$ cat config.mk
export PLATFORM = sky130hd
export DESIGN_NAME = stream_buffer_flushable
export DESIGN_NICKNAME = d
export VERILOG_FILES = /design/src/rtl/stream_buffer_flushable.sv
export SDC_FILE = /design/constraint.sdc
export NUM_CORES = 1
export LEC_CHECK = 0
export CORE_ASPECT_RATIO = 2
export CORE_MARGIN = 2
export CORE_UTILIZATION = 37
export CTS_BUF_LIST = sky130_fd_sc_hd__clkbuf_8 sky130_fd_sc_hd__clkbuf_16
export DETAILED_ROUTE_END_ITERATION = 8
export HOLD_SLACK_MARGIN = 0.1
export PLACE_DENSITY = 0.53
export SKIP_LAST_GASP = 1
export SYNTH_ARGS = -nofsm -noshare
export SYNTH_HDL_FRONTEND = slang
export SYNTH_SLANG_ARGS = --single-unit
export TNS_END_PERCENT = 100
$ cat constraint.sdc
create_clock -name clk_i -period 2.6 [get_ports clk_i]
set_input_delay 0.65 -clock clk_i [delete_from_list [all_inputs] [get_ports clk_i]]
set_output_delay 0.65 -clock clk_i [all_outputs]
set_load 0.01 [all_outputs]
$ cat src/rtl/stream_buffer_flushable.sv
// Flushable stream buffer: a two-slot spill register for Depth==2, a circular
// FIFO with status counter for larger depths. Never fall-through.
module stream_buffer_flushable #(
    parameter int unsigned Depth     = 8,
    parameter type         type_t    = logic,
    parameter bit          PrintInfo = 1'b0,
    parameter int unsigned AddrDepth = (Depth > 1) ? $clog2(Depth) : 1
) (
    input  logic                 clk_i,
    input  logic                 rst_ni,
    input  logic                 flush_i,
    input  logic                 testmode_i,
    output logic [AddrDepth-1:0] usage_o,
    input  type_t                data_i,
    input  logic                 valid_i,
    output logic                 ready_o,
    output type_t                data_o,
    output logic                 valid_o,
    input  logic                 ready_i
);

    // Handshake: a beat is pushed at a rising edge when valid_i & ready_o and
    // popped when valid_o & ready_i. ready_o/valid_o depend only on registered
    // state; the source must not raise valid_i while ready_o is low, nor the
    // sink ready_i while valid_o is low.
    logic w_push;
    logic w_pop;
    logic w_unused_testmode;

    assign w_push            = valid_i & ready_o;
    assign w_pop             = valid_o & ready_i;
    assign w_unused_testmode = testmode_i;

    if (Depth < 2) begin : g_bad_depth
        $fatal(1, "stream_buffer_flushable: Depth must be at least 2 (got %0d)", Depth);
    end

    if (PrintInfo) begin : g_print_info
        if (Depth == 2) begin : g_info_spill
            $info("stream_buffer_flushable: spill register, Depth=%0d", Depth);
        end else begin : g_info_fifo
            $info("stream_buffer_flushable: circular FIFO, Depth=%0d", Depth);
        end
    end

    if (Depth == 2) begin : g_spill
        logic  r_a_full;
        logic  r_b_full;
        type_t r_a_data;
        type_t r_b_data;
        logic  w_a_leaves;
        logic  w_a_to_b;

        // With B empty, a full A always vacates: popped if ready_i, else moved to B.
        assign w_a_leaves = r_a_full & ~r_b_full;
        assign w_a_to_b   = r_a_full & ~r_b_full & ~ready_i;

        always_ff @(posedge clk_i or negedge rst_ni) begin
            if (!rst_ni) begin
                r_a_full <= 1'b0;
                r_b_full <= 1'b0;
                r_a_data <= '0;
                r_b_data <= '0;
            end else if (flush_i) begin
                r_a_full <= 1'b0;
                r_b_full <= 1'b0;
            end else begin
                if (w_push) begin
                    r_a_full <= 1'b1;
                    r_a_data <= data_i;
                end else if (w_a_leaves) begin
                    r_a_full <= 1'b0;
                end

                if (r_b_full && w_pop) begin
                    r_b_full <= 1'b0;
                end else if (w_a_to_b) begin
                    r_b_full <= 1'b1;
                    r_b_data <= r_a_data;
                end
            end
        end

        assign ready_o = ~(r_a_full & r_b_full);
        assign valid_o = r_a_full | r_b_full;
        assign data_o  = r_b_full ? r_b_data : r_a_data;
        assign usage_o = '0;
    end else begin : g_fifo
        localparam logic [AddrDepth-1:0] LastIdx   = AddrDepth'(Depth - 1);
        localparam logic [AddrDepth:0]   FullCount = (AddrDepth + 1)'(Depth);

        logic [AddrDepth-1:0] r_rd_ptr;
        logic [AddrDepth-1:0] r_wr_ptr;
        logic [AddrDepth:0]   r_count;
        type_t                r_mem [Depth];

        always_ff @(posedge clk_i or negedge rst_ni) begin
            if (!rst_ni) begin
                r_rd_ptr <= '0;
                r_wr_ptr <= '0;
                r_count  <= '0;
                for (int i = 0; i < Depth; i++) begin
                    r_mem[i] <= '0;
                end
            end else if (flush_i) begin
                r_rd_ptr <= '0;
                r_wr_ptr <= '0;
                r_count  <= '0;
            end else begin
                if (w_push) begin
                    r_mem[r_wr_ptr] <= data_i;
                    r_wr_ptr        <= (r_wr_ptr == LastIdx) ? '0 : r_wr_ptr + AddrDepth'(1);
                end
                if (w_pop) begin
                    r_rd_ptr <= (r_rd_ptr == LastIdx) ? '0 : r_rd_ptr + AddrDepth'(1);
                end
                case ({w_push, w_pop})
                    2'b10:   r_count <= r_count + (AddrDepth + 1)'(1);
                    2'b01:   r_count <= r_count - (AddrDepth + 1)'(1);
                    default: r_count <= r_count;
                endcase
            end
        end

        assign ready_o = (r_count != FullCount);
        assign valid_o = (r_count != '0);
        assign data_o  = r_mem[r_rd_ptr];
        // Truncation is deliberate: a full power-of-two FIFO reads back 0.
        assign usage_o = r_count[AddrDepth-1:0];
    end

    a_no_push_when_full : assert property (
        @(posedge clk_i) disable iff (!rst_ni) valid_i |-> ready_o
    ) else $error("stream_buffer_flushable: valid_i asserted while ready_o low");

    a_no_pop_when_empty : assert property (
        @(posedge clk_i) disable iff (!rst_ni) ready_i |-> valid_o
    ) else $error("stream_buffer_flushable: ready_i asserted while valid_o low");

endmodule

==> results, run 1 <==
- The flow ran to the end, and the final reports show no timing, DRC or antenna violations.
- Setup violations remaining at the end of the flow were counted as 0.
- STA puts the critical path data arrival time at 1.83 ns.
- The number of antenna violations at the first check in global routing is 0.
- The placeable core region is 2980 µm².
- For this run, the leading register cell type out of synthesis is dfrtp_1.
- In this run the critical register-to-register path is captured at g_fifo.r_count[2].
- The floorplan has 28 rows.
- The startpoint of the worst register-to-register path is g_fifo.r_count[2].
- The number of filler cells placed in the layout is 271.
- The first global-routing pass estimated 4020 µm of wire.
- The final global-route overflow total is 0.
- The fraction of layout cells with a size suffix above 1 is 22.0%.
- The clock root buffer master is clkbuf_8.
- Once the floorplan was initialized, standard cells occupied 38.9% of the core.
- In this run the biggest area consumer among cell types represents 38.8% of the synthesized area.
- The share of the Yosys chip area taken by registers is 38.8%.
- The buffer depth of the longest clock path is 2.
- The number of detailed-routing iterations run before antenna repair is 5.
- The number of hold buffers added after CTS was 0.
- The weighted congestion at the end of routability-driven global placement is 0.686.
- Clock-pin slew was measured on the worst setup and hold paths at 0.07 ns.
- The nature of the critical path endpoint is an output port.
- The number of input and output port buffers inserted is 11.
- The footprint of the multi-input gates is 648 µm².
- The peak supply drop is 0.549 mV.
- The mapped netlist covers 1160 µm².
- The leakage power total is 0.614 nW.
- The number of routed nets with antenna violations is 0.
- The slowest cell on the critical path is or4_1.
- Counting cells, the worst reg-to-reg path comes to 7.
- The category of the most critical setup path is register to output port.
- The number of H-tree levels is 1.
- STA classifies the critical path startpoint as a register.
- On the final layout, the worst hold slack is 0.491 ns.
- The cell depth of the worst hold path is 1.
- The first-iteration detailed-routing DRC count is 7.
- 0 antenna diodes ended up in the layout.
- The area growth from synthesis to final layout is 18.0%.
- The cell count after synthesis came out at 109.
- The number of buffers created by CTS is 3.
- Once detailed placement completed, the half-perimeter wirelength came to 1900 µm.
- The I/O pin total is 13.
- The origin of the worst min-delay path is g_fifo.r_mem[6].
- The fraction of registers with async set or reset after synthesis is 100%.
- Sorting the synthesized cells by area gives the leading types as dfrtp_1, ha_1, mux2_1.
- The total routed wirelength is 2420 µm.
- The required time at the endpoint of the critical path is 1.95 ns.
- The destination of the worst hold path is g_fifo.r_mem[6].
- Dividing the detail-routed wire length by the instance count gives 15.8 µm.
- The worst register-to-register path has a setup slack of 0.44 ns.
- For the final routed database, the setup TNS stands at 0 ns.
- The final number of max-transition violations is 0.
- The width of the chip is 43.6 µm.
- From bottom edge to top edge, the die measures 83.2 µm.
- In this run the power density over the cells is 925 nW/µm².
- The maximum fanout count along the critical path is 8.
- The synthesized design contains 18 register bits.
- Setup repair after global routing left no endpoint under its margin.
- The flip-flop and latch area is 452 µm².
- The maximum operating frequency is 403 MHz.
- The number of buffers and inverters on the critical path is 1.
- Global routing consumed, over all layers together, 14.4% of the routing resources.
- The ratio of final minimum period to clock period is 95.4%.
- The number of warnings printed during yosys synthesis is 0.
- The synthesized netlist contains 37 unique library cells.
- The cell family with the largest share of critical-path delay is simple AND/OR/NAND/NOR gates.
- Traced cell by cell, the critical path runs through or4_1, clkdlybuf4s50_1.
- The via count of the first global-routing pass is 883.
- Entering global routing, the biggest net connects 19 pins.
- For the pin with the worst max-slew slack, the measured transition is 0.385 ns.
- Counting flops with a built-in enable in the synthesized netlist gives 0.
- Summing over every cut layer, the via total after detailed routing is 864.
- The clock latency at the later pin of the worst-skew pair is 0.25 ns.
- The number of vias per cell is 5.65.
- The class of the worst hold path is register to register.
- After layout, the minimum clock period comes to 2.48 ns.
- The normalized max-slew margin is 74.4%.
- The biggest cell delay along the critical path is 0.59 ns.
- The total die area is 3630 µm².
- The CTS tree is built.
- At the end of the flow, the number of nets in the layout was 137.
- For the final database, setup skew stands at 0.00528 ns.
- The net count after synthesis is 122.
- The post-synthesis area per instance is 10.6 µm².
- Summed over all instances, the cell type with the most area after synthesis is dfrtp_1.
- The count of endpoints failing hold in the final timing report came to 0.
- Counting every sink on the clock net gives 18.
- Max-cap violations in this run came to 0.
- After detailed routing, the number of remaining DRC violations is 0.
-- cells in the mapped netlist (2+ instances only) --
master and number:
a21oi_1 9, buf_4 4, clkbuf_1 2, dfrtp_1 18, ha_1 6, mux2_1 5
mux2_2 4, mux2i_1 2, mux4_2 2, nand2_1 13, nand2b_1 3, nand3_1 3
nand3b_1 3, nand4b_1 2, nor2_1 6, nor3_1 3, nor3b_2 2, or3_1 2
xor2_1 2
-- stage by stage --
step                cell area (µm²)  setup WS, ns  std cells  util (%)  power, mW
floorplan                      1160         0.319        109         -      0.845
global placement               1300        0.0496        148      43.7       1.02
detailed placement             1300       0.00551        148      43.7       1.05
CTS                            1370       0.00658        153      45.9       1.29
global route                   1370        0.0765        153      46.0       1.36
finish                         1370         0.120        153      46.0       1.27
-- per-layer routing --
metal | track usage (%) | wire length (µm)
met1 | 14.8 | 921
met4 | 4.96 | 36
met3 | 1.96 | 45
met5 | 0 | 0
met2 | 27.3 | 1420
-- placed cells by master (no fill, tap or decap), types with 3 or more instances in the layout --
master           synthesis  layout
nand2_1                 13      13
mux2_2                   4       4
a21oi_1                  9       9
nand2b_1                 3       3
nor2_1                   6       6
clkdlybuf4s50_1          0      10
nor3_1                   3       3
ha_1                     6       6
nand3b_1                 3       3
buf_4                    4       8
nand3_1                  3       3
clkbuf_8                 0       4
dfrtp_1                 18      17
mux2_1                   5       5
-- sequential cells by signal, indices dropped and copies added, names as in the netlist --
signal and cells:
g_fifo.r_mem 8, g_fifo.r_rd_ptr 3, g_fifo.r_wr_ptr 3, g_fifo.r_count 4
-- where the power goes --
part / internal, mW / switching, mW
Sequential: 0.352 / 0.111
Clock: 0.134 / 0.0944
Combinational: 0.319 / 0.256
-- cells by family (layout without fill, tap and decap cells) --
logic type,after synthesis,in the layout,synth area share (%)
xor+xnor,2,2,1.51
compound gates,15,15,8.85
simple gates,45,45,24.7
fa+ha+maj,6,6,6.47
mux,13,13,14.3
flops,18,18,38.8
buf+inv,10,24,5.29
-- worst register-to-register path: cells and delay by family (launching register included) --
kind            cells  cell delay (ns)
fa+ha+maj           1             0.21
flops               1             0.49
xor+xnor            1             0.12
simple gates        2             0.75
compound gates      3             0.53
-- repair_timing --
item | 4_1_cts | 5_1_grt
buffers inserted | 1 | 0
endpoints found under the setup margin | 1 | 1
gates resized for setup | 1 | 1
-- final cells by class --
type | count | share of cell area (%)
timing repair buffer | 19 | 12.6
multi-input combinational | 81 | 47.3
clock buffer | 4 | 4.02
tap | 30 | 2.74
sequential | 18 | 33.0
inverter | 1 | 0.274
-- worst max-delay path by stage --
| stage | end | cells past startpoint | startpoint |
|---|---|---|---|
| floorplan | g_fifo.r_count[2] | 8 | valid_i |
| global placement | g_fifo.r_count[2] | 8 | valid_i |
| detailed placement | g_fifo.r_count[2] | 8 | valid_i |
| CTS | data_o | 3 | g_fifo.r_rd_ptr[0] |
| global route | valid_o | 2 | g_fifo.r_count[2] |
| finish | valid_o | 2 | g_fifo.r_count[2] |
(Power assumes the default switching activity.)
==> run 2, diff against run 1 <==
--- a/config.mk
+++ b/config.mk
@@ -12,8 +12,8 @@
 export DETAILED_ROUTE_END_ITERATION = 8
 export HOLD_SLACK_MARGIN = 0.1
 export PLACE_DENSITY = 0.53
+export REMOVE_ABC_BUFFERS = 1
 export SKIP_LAST_GASP = 1
 export SYNTH_ARGS = -nofsm -noshare
 export SYNTH_HDL_FRONTEND = slang
 export SYNTH_SLANG_ARGS = --single-unit
-export TNS_END_PERCENT = 100
==> run 2 against run 1 <==
Compared with the run above: core utilization shrank 0.71 points; clock power fell by 16%; register-to-register slack worse by 0.06 ns; clock skew down 0.0012 ns; largest cell class unchanged; highest routed layer unchanged.
==> results, run 2 (synthesis results as in run 1) <==
- The core region is 2980 µm².
- In this run the power spent charging and discharging nets is 457 µW.
- The design internal power is 764 µW.
- In this run the clock root is driven by a clkbuf_8.
- The reg-to-reg setup timing slack is 0.38 ns.
- The post-route netlist has 20.7% of its cells at a drive strength greater than 1.
- The leading cell type in the layout, fill and taps excluded is dfrtp_1.
- The library cells used most frequently in the layout, excluding fill and tap cells, are dfrtp_1, nand2_1, clkdlybuf4s50_1.
- Data on the critical path arrives at its endpoint at 1.83 ns.
- From bottom edge to top edge, the die measures 83.2 µm.
- The final period demand of the worst path is 2.48 ns.
- The number of nets in the finished design is 136.
- The total power per unit cell area is 906 nW/µm².
- The total negative slack for setup checks is 0 ns.
- The number of rows created at floorplan is 28.
- The final number of max-transition violations is 0.
- The width of the chip is 43.6 µm.
- The path class of the tightest hold or removal check is register to register.
- Setup violations remaining at the end of the flow were counted as 0.
- The required time at the endpoint of the critical path is 1.95 ns.
- The normalized max-slew margin is 74.0%.
- The slowest cell on the critical path is or4_1.
- After detailed routing, the number of vias per cell comes to 5.82.
- Hold repair after CTS inserted 0 buffers.
- The launching instance or port of the critical path is g_fifo.r_count[2].
- The count of maximum capacitance violations is 0.
- The CTS clock-pin slew for the worst setup and hold paths is 0.06 ns.
- Setup repair after global routing left no endpoint under its margin.
- STA classifies the critical path endpoint as an output port.
- The final HPWL from detailed placement is 1890 µm.
- The buffers plus inverters on the worst setup path is 1.
- The overall global routing resource usage is 14.9%.
- The number of diodes added for antenna fixing is 0.
- The register with the most flip-flops in the layout has 8 of them.
- The net switching share of the total power is 37.4%.
- The maximum fanout count along the critical path is 8.
- The path with the worst hold slack has its endpoint at g_fifo.r_mem[2].
- The largest registers in the layout are g_fifo.r_mem x8, g_fifo.r_count x4.
- The final cell count without fillers is 151.
- The post-route cell area is 1350 µm².
- The pre-antenna-repair detailed-routing pass consisted of 4 iterations.
- Compared with the post-synthesis result, the final layout area differs by 16.2%.
- The initial standard-cell utilization of the core is 38.9%.
- VDD sags by at most 0.436 mV.
- At the end of routability-driven placement, the weighted congestion stood at 0.710.
- The detail-routed net length per standard cell is 15.9 µm.
- The number of H-tree levels is 1.
- The worst setup slack after layout is 0.116 ns.
- The number of placed instances, taps included is 147.
- In this run the static leakage power is 0.602 nW.
- The count of nets left with antenna violations once routing finished came out at 0.
- The worst setup path is launched from a register.
- The worst slack after detailed placement is -0.0417 ns.
- Cells fill 45.3% of the core in the end.
- The first-iteration detailed-routing DRC count is 7.
- The total overflow left after global routing is 0.
- The total die area is 3630 µm².
- The final worst clock skew is 0.00405 ns.
- The via count of the first global-routing pass was 909.
- The share of total power in sequential cells is 38.6%.
- In this design, the largest share of critical-path delay is due to simple AND/OR/NAND/NOR gates.
- The worst reg2reg path depth is 7.
- The count of endpoints failing hold in the final timing report was 0.
- The global-route wire length before repair is 4150 µm.
- The pin slew with the least headroom to its limit is 0.390 ns.
- The combinational power share is 45.7%.
- The maximum operating frequency is 403 MHz.
- Ranked by flip-flop count, first place goes to g_fifo.r_mem.
- The run finished with clean final reports.
- The number of input and output port buffers inserted is 11.
- The number of antenna violations at the first check in global routing is 0.
- The ratio of final minimum period to clock period is 95.5%.
- The number of buffers created by CTS is 3.
- The CTS tree is built.
- The origin of the worst min-delay path is g_fifo.r_mem[2].
- Counting along the longest clock path gives a buffer depth of 2.
- The startpoint of the worst register-to-register path is g_fifo.r_count[1].
- The clock latency at the later pin of the worst-skew pair is 0.25 ns.
- The via total after detailed routing is 879.
- For this run, design rule violations remaining after detail routing come to 0.
- The biggest cell delay along the critical path is 0.59 ns.
- The category of the most critical setup path is register to output port.
- After detailed routing, the total wire length is 2400 µm.
- Walking the worst path, the cells encountered are or4_1, clkdlybuf4s50_1.
- The I/O pin total is 13.
- The total number of clock tree sinks is 18.
- The power share of the clock group is 15.7%.
- Along the worst hold path, the cell count comes to 1.
- In this run the critical register-to-register path is captured at g_fifo.r_count[3].
- After detailed placement, the total cell area comes to 1290 µm².
- Entering global routing, the biggest net connects 19 pins.
==> run 2: metal layers <==
metal	routed length [µm]	share of wire, %	vias up	GRT usage (%)
met5	0	0	-	0
met3	49	2.0	2	1.96
met1	934	39	438	17.6
li1	-	-	427	-
met4	19	0.79	0	5.79
met2	1400	58	12	25.8
==> run 2: timing repair <==
item / in CTS / in global routing
setup endpoints to repair: 1 / 1
resized for setup: 1 / 1
setup buffers: 1 / 0
==> run 2: layout make-up <==
cell class	instances	area, µm²
fill	305	1630
multi-input combinational	81	648
sequential	18	452
timing repair buffer	18	165
clock buffer	3	41.3
tap	30	37.5
inverter	1	3.75
==> run 2: how the worst max path moves through the flow <==
stage                                   end  slack, ns  depth (start not counted)
final                               valid_o       0.12                          2
after floorplan           g_fifo.r_count[2]       0.52                          7
after global placement    g_fifo.r_count[2]       0.06                          8
after detailed placement  g_fifo.r_count[3]      -0.04                          8
after CTS                            data_o       0.03                          3
after global routing                valid_o       0.05                          2
==> run 2: per-stage QoR <==
step / hold WS (ns) / power, mW
after global routing: 0.519 / 1.33
final: 0.492 / 1.22
after global placement: 0.466 / 1.01
after detailed placement: 0.487 / 1.04
after CTS: 0.502 / 1.24
after floorplan: 0.354 / 0.788
==> run 2: power groups by stage <==
stage	Clock [mW]	Combinational (mW)	Sequential, mW
final	0.192	0.558	0.471
after global routing	0.211	0.631	0.486
after detailed placement	0	0.555	0.481
after CTS	0.197	0.570	0.474
after global placement	0	0.538	0.476
after floorplan	0	0.334	0.454
==> run 3, diff against run 2 <==
==> constraint.sdc (replaced) <==
create_clock -name clk_i -period 2.87 [get_ports clk_i]
set_input_delay 0.7175 -clock clk_i [delete_from_list [all_inputs] [get_ports clk_i]]
set_output_delay 0.7175 -clock clk_i [all_outputs]
set_load 0.01 [all_outputs]
==> run 3 against run 2 <==
Compared with the run above: wire length is 5.7% lower; core utilization fell by 0.42 points; first-iteration DRC count grew 29%; clock skew shrank 0.0029 ns; critical endpoint is now data_o; largest cell class unchanged.
==> results, run 3 (synthesis results as in run 1) <==
- The smallest clock period supported by the final layout is computed as 2.72 ns.
- The flip-flop count of the largest register, all copies and words added is 8.
- The total negative slack for setup checks is 0 ns.
- The via count of the first global-routing pass is 906.
- The via total after detailed routing is 858.
- The nature of the critical path endpoint is an output port.
- The CTS tree is built.
- Counting instances, the worst hold path has a depth of 1.
- The final worst clock skew is 0.00118 ns.
- The number of antenna violations at the first check in global routing was 0.
- The tool flagged a number of max-cap violations equal to 0.
- The final number of max-transition violations came to 0.
- The tree built by TritonCTS fans out to 18 sinks.
- Setup repair after global routing left no endpoint under its margin.
- The final routed DRC violation total is 0.
- The die is 83.2 µm tall.
- The worst slack after detailed placement is 0.265 ns.
- After layout, the worst setup slack is 0.154 ns.
- The floorplan has 28 rows.
- Counting flops per register, the top entry is g_fifo.r_mem.
- The destination of the worst hold path is g_fifo.r_mem[2].
- In the layout the commonest cells are dfrtp_1, nand2_1, clkdlybuf4s50_1.
- The maximum number of pins on one net before global-route repair is 19.
- For this run, the top clock speed supported by timing is 368 MHz.
- The critical path is of the register to output port type.
- The overall global routing resource usage is 14.2%.
- Before antenna repair, the detailed router went through 4 iterations.
- The first-iteration detailed-routing DRC count is 9.
- The peak supply drop is 0.423 mV.
- The initial standard-cell utilization of the core is 38.9%.
- STA classifies the critical path startpoint as a register.
- CTS built an H-tree with a depth of 1.
- The total overflow left after global routing is 0.
- The count of endpoints failing hold in the final timing report came to 0.
- The total power per unit cell area is 837 nW/µm².
- The detail route stage leaves a number of antenna-violating nets equal to 0.
- CTS placed an instance of clkbuf_8 at the clock tree root.
- Relative to the synthesized area, the layout overhead comes to 15.1%.
- Of all nets on the critical path, the largest fanout is 5.
- The flow ran to the end, and the final reports show no timing, DRC or antenna violations.
- The number of input and output port buffers inserted is 11.
- The number of placed instances, taps included, is 145.
- The worst hold slack across all endpoints is 0.490 ns.
- The startpoint identified for the worst hold timing path is g_fifo.r_mem[2].
- The worst register-to-register path ends at g_fifo.r_count[2].
- Once layout is complete, the cells apart from fillers number 149.
- The placeable core region is 2980 µm².
- In the final layout, the share of cells above drive strength 1 is 18.5%.
- The largest registers in the layout are g_fifo.r_mem x8, g_fifo.r_count x4.
- The clock latency at the later pin of the worst-skew pair is 0.25 ns.
- The ratio of final minimum period to clock period is 94.6%.
- The weighted congestion at the end of routability-driven global placement is 0.726.
- The number of antenna diodes in the final layout is 0.
- The width of the chip is 43.6 µm.
- In this run the worst hold path is classified as register to register.
- The floorplan step defined a die boundary enclosing 3630 µm².
- The number of setup buffers added after CTS is 0.
- For the pin with the worst max-slew slack, the measured transition is 0.814 ns.
- Setup violations remaining at the end of the flow were counted as 0.
- STA puts the critical path data arrival time at 2.00 ns.
- Data on the critical path is required at its endpoint by 2.15 ns.
- The detail-routed net length per standard cell is 15.2 µm.
- The number of hold buffers added after cts is 0.
- The number of buffers created by CTS is 3.
- Clock-pin slew was measured on the worst setup and hold paths at 0.07 ns.
- The global-route wire length before repair is 3980 µm.
- The number of nets in the finished design is 133.
- In this run the deepest clock path goes through 2 buffers.
- The normalized max-slew margin is 45.6%.
- The I/O pin total is 13.
- The final HPWL from detailed placement is 1750 µm.
- Summed over all cells, the static leakage comes to 0.585 nW.
- The routed design has 2270 µm of wire.
- Measured in cells, the most critical reg-to-reg path has a length of 7.
- The library cell used most frequently in the layout, excluding fill and tap cells, is dfrtp_1.
- The number of gates given a new drive strength after cts is 0.
- After detailed routing, the number of vias per cell comes to 5.76.
- Setup slack on the worst reg-to-reg path comes out at 0.70 ns.
- The worst register-to-register path begins at g_fifo.r_count[1].
run 3: cell types whose count changed in the layout (fill, tap and decap cells not counted), sizes merged:
cell and delta:
dlymetal6s2s -1, buf -3, clkdlybuf4s50 +1, clkbuf +1
run 3: cell type report:
type	count	area (µm²)
fillers	283	1640
multi-input cells	81	648
clock buffers	4	55.1
well taps	30	37.5
flip-flops and latches	18	450
inverters	1	3.75
repair buffers	15	140
run 3: power by group:
group          leakage (nW)  internal (mW)  switching, mW
clock network        0.0288          0.122         0.0854
logic                 0.316          0.269          0.214
registers             0.241          0.317          0.110
run 3: worst max-delay path by stage:
stage | start | to | slack (ns) | cells after the start
global route | g_fifo.r_rd_ptr[0] | data_o | 0.08 | 3
floorplan | valid_i | g_fifo.r_count[2] | 0.72 | 7
global placement | valid_i | g_fifo.r_count[2] | 0.26 | 8
detailed placement | valid_i | g_fifo.r_count[2] | 0.27 | 8
finish | g_fifo.r_rd_ptr[0] | data_o | 0.15 | 3
CTS | g_fifo.r_rd_ptr[0] | data_o | 0.13 | 3
run 3: routing by layer:
layer  global-route usage [%]  routed length, µm  share of wire [%]  vias to the layer above
li1                         -                  -                  -                      421
met1                     16.5                888                 39                      415
met2                     24.5               1280                 56                       17
met3                     1.96                 52                2.3                        5
met4                     6.61                 48                2.1                        0
met5                        0                  0                  0                        -
run 3: worst max-delay path, cell delays in order, from the launching register on:
cell and delay (ns):
dfrtp_1 0.47, mux4_2 0.53, mux2_2 0.27, clkdlybuf4s50_1 0.47
run 3: metrics by stage:
| stage | total power [mW] | util (%) | cell area [µm²] |
|---|---|---|---|
| after floorplan | 0.714 | - | 1100 |
| after global placement | 0.908 | 43.0 | 1280 |
| after detailed placement | 0.921 | 43.0 | 1280 |
| after CTS | 1.13 | 44.8 | 1340 |
| after global routing | 1.20 | 44.8 | 1340 |
| final | 1.12 | 44.8 | 1340 |
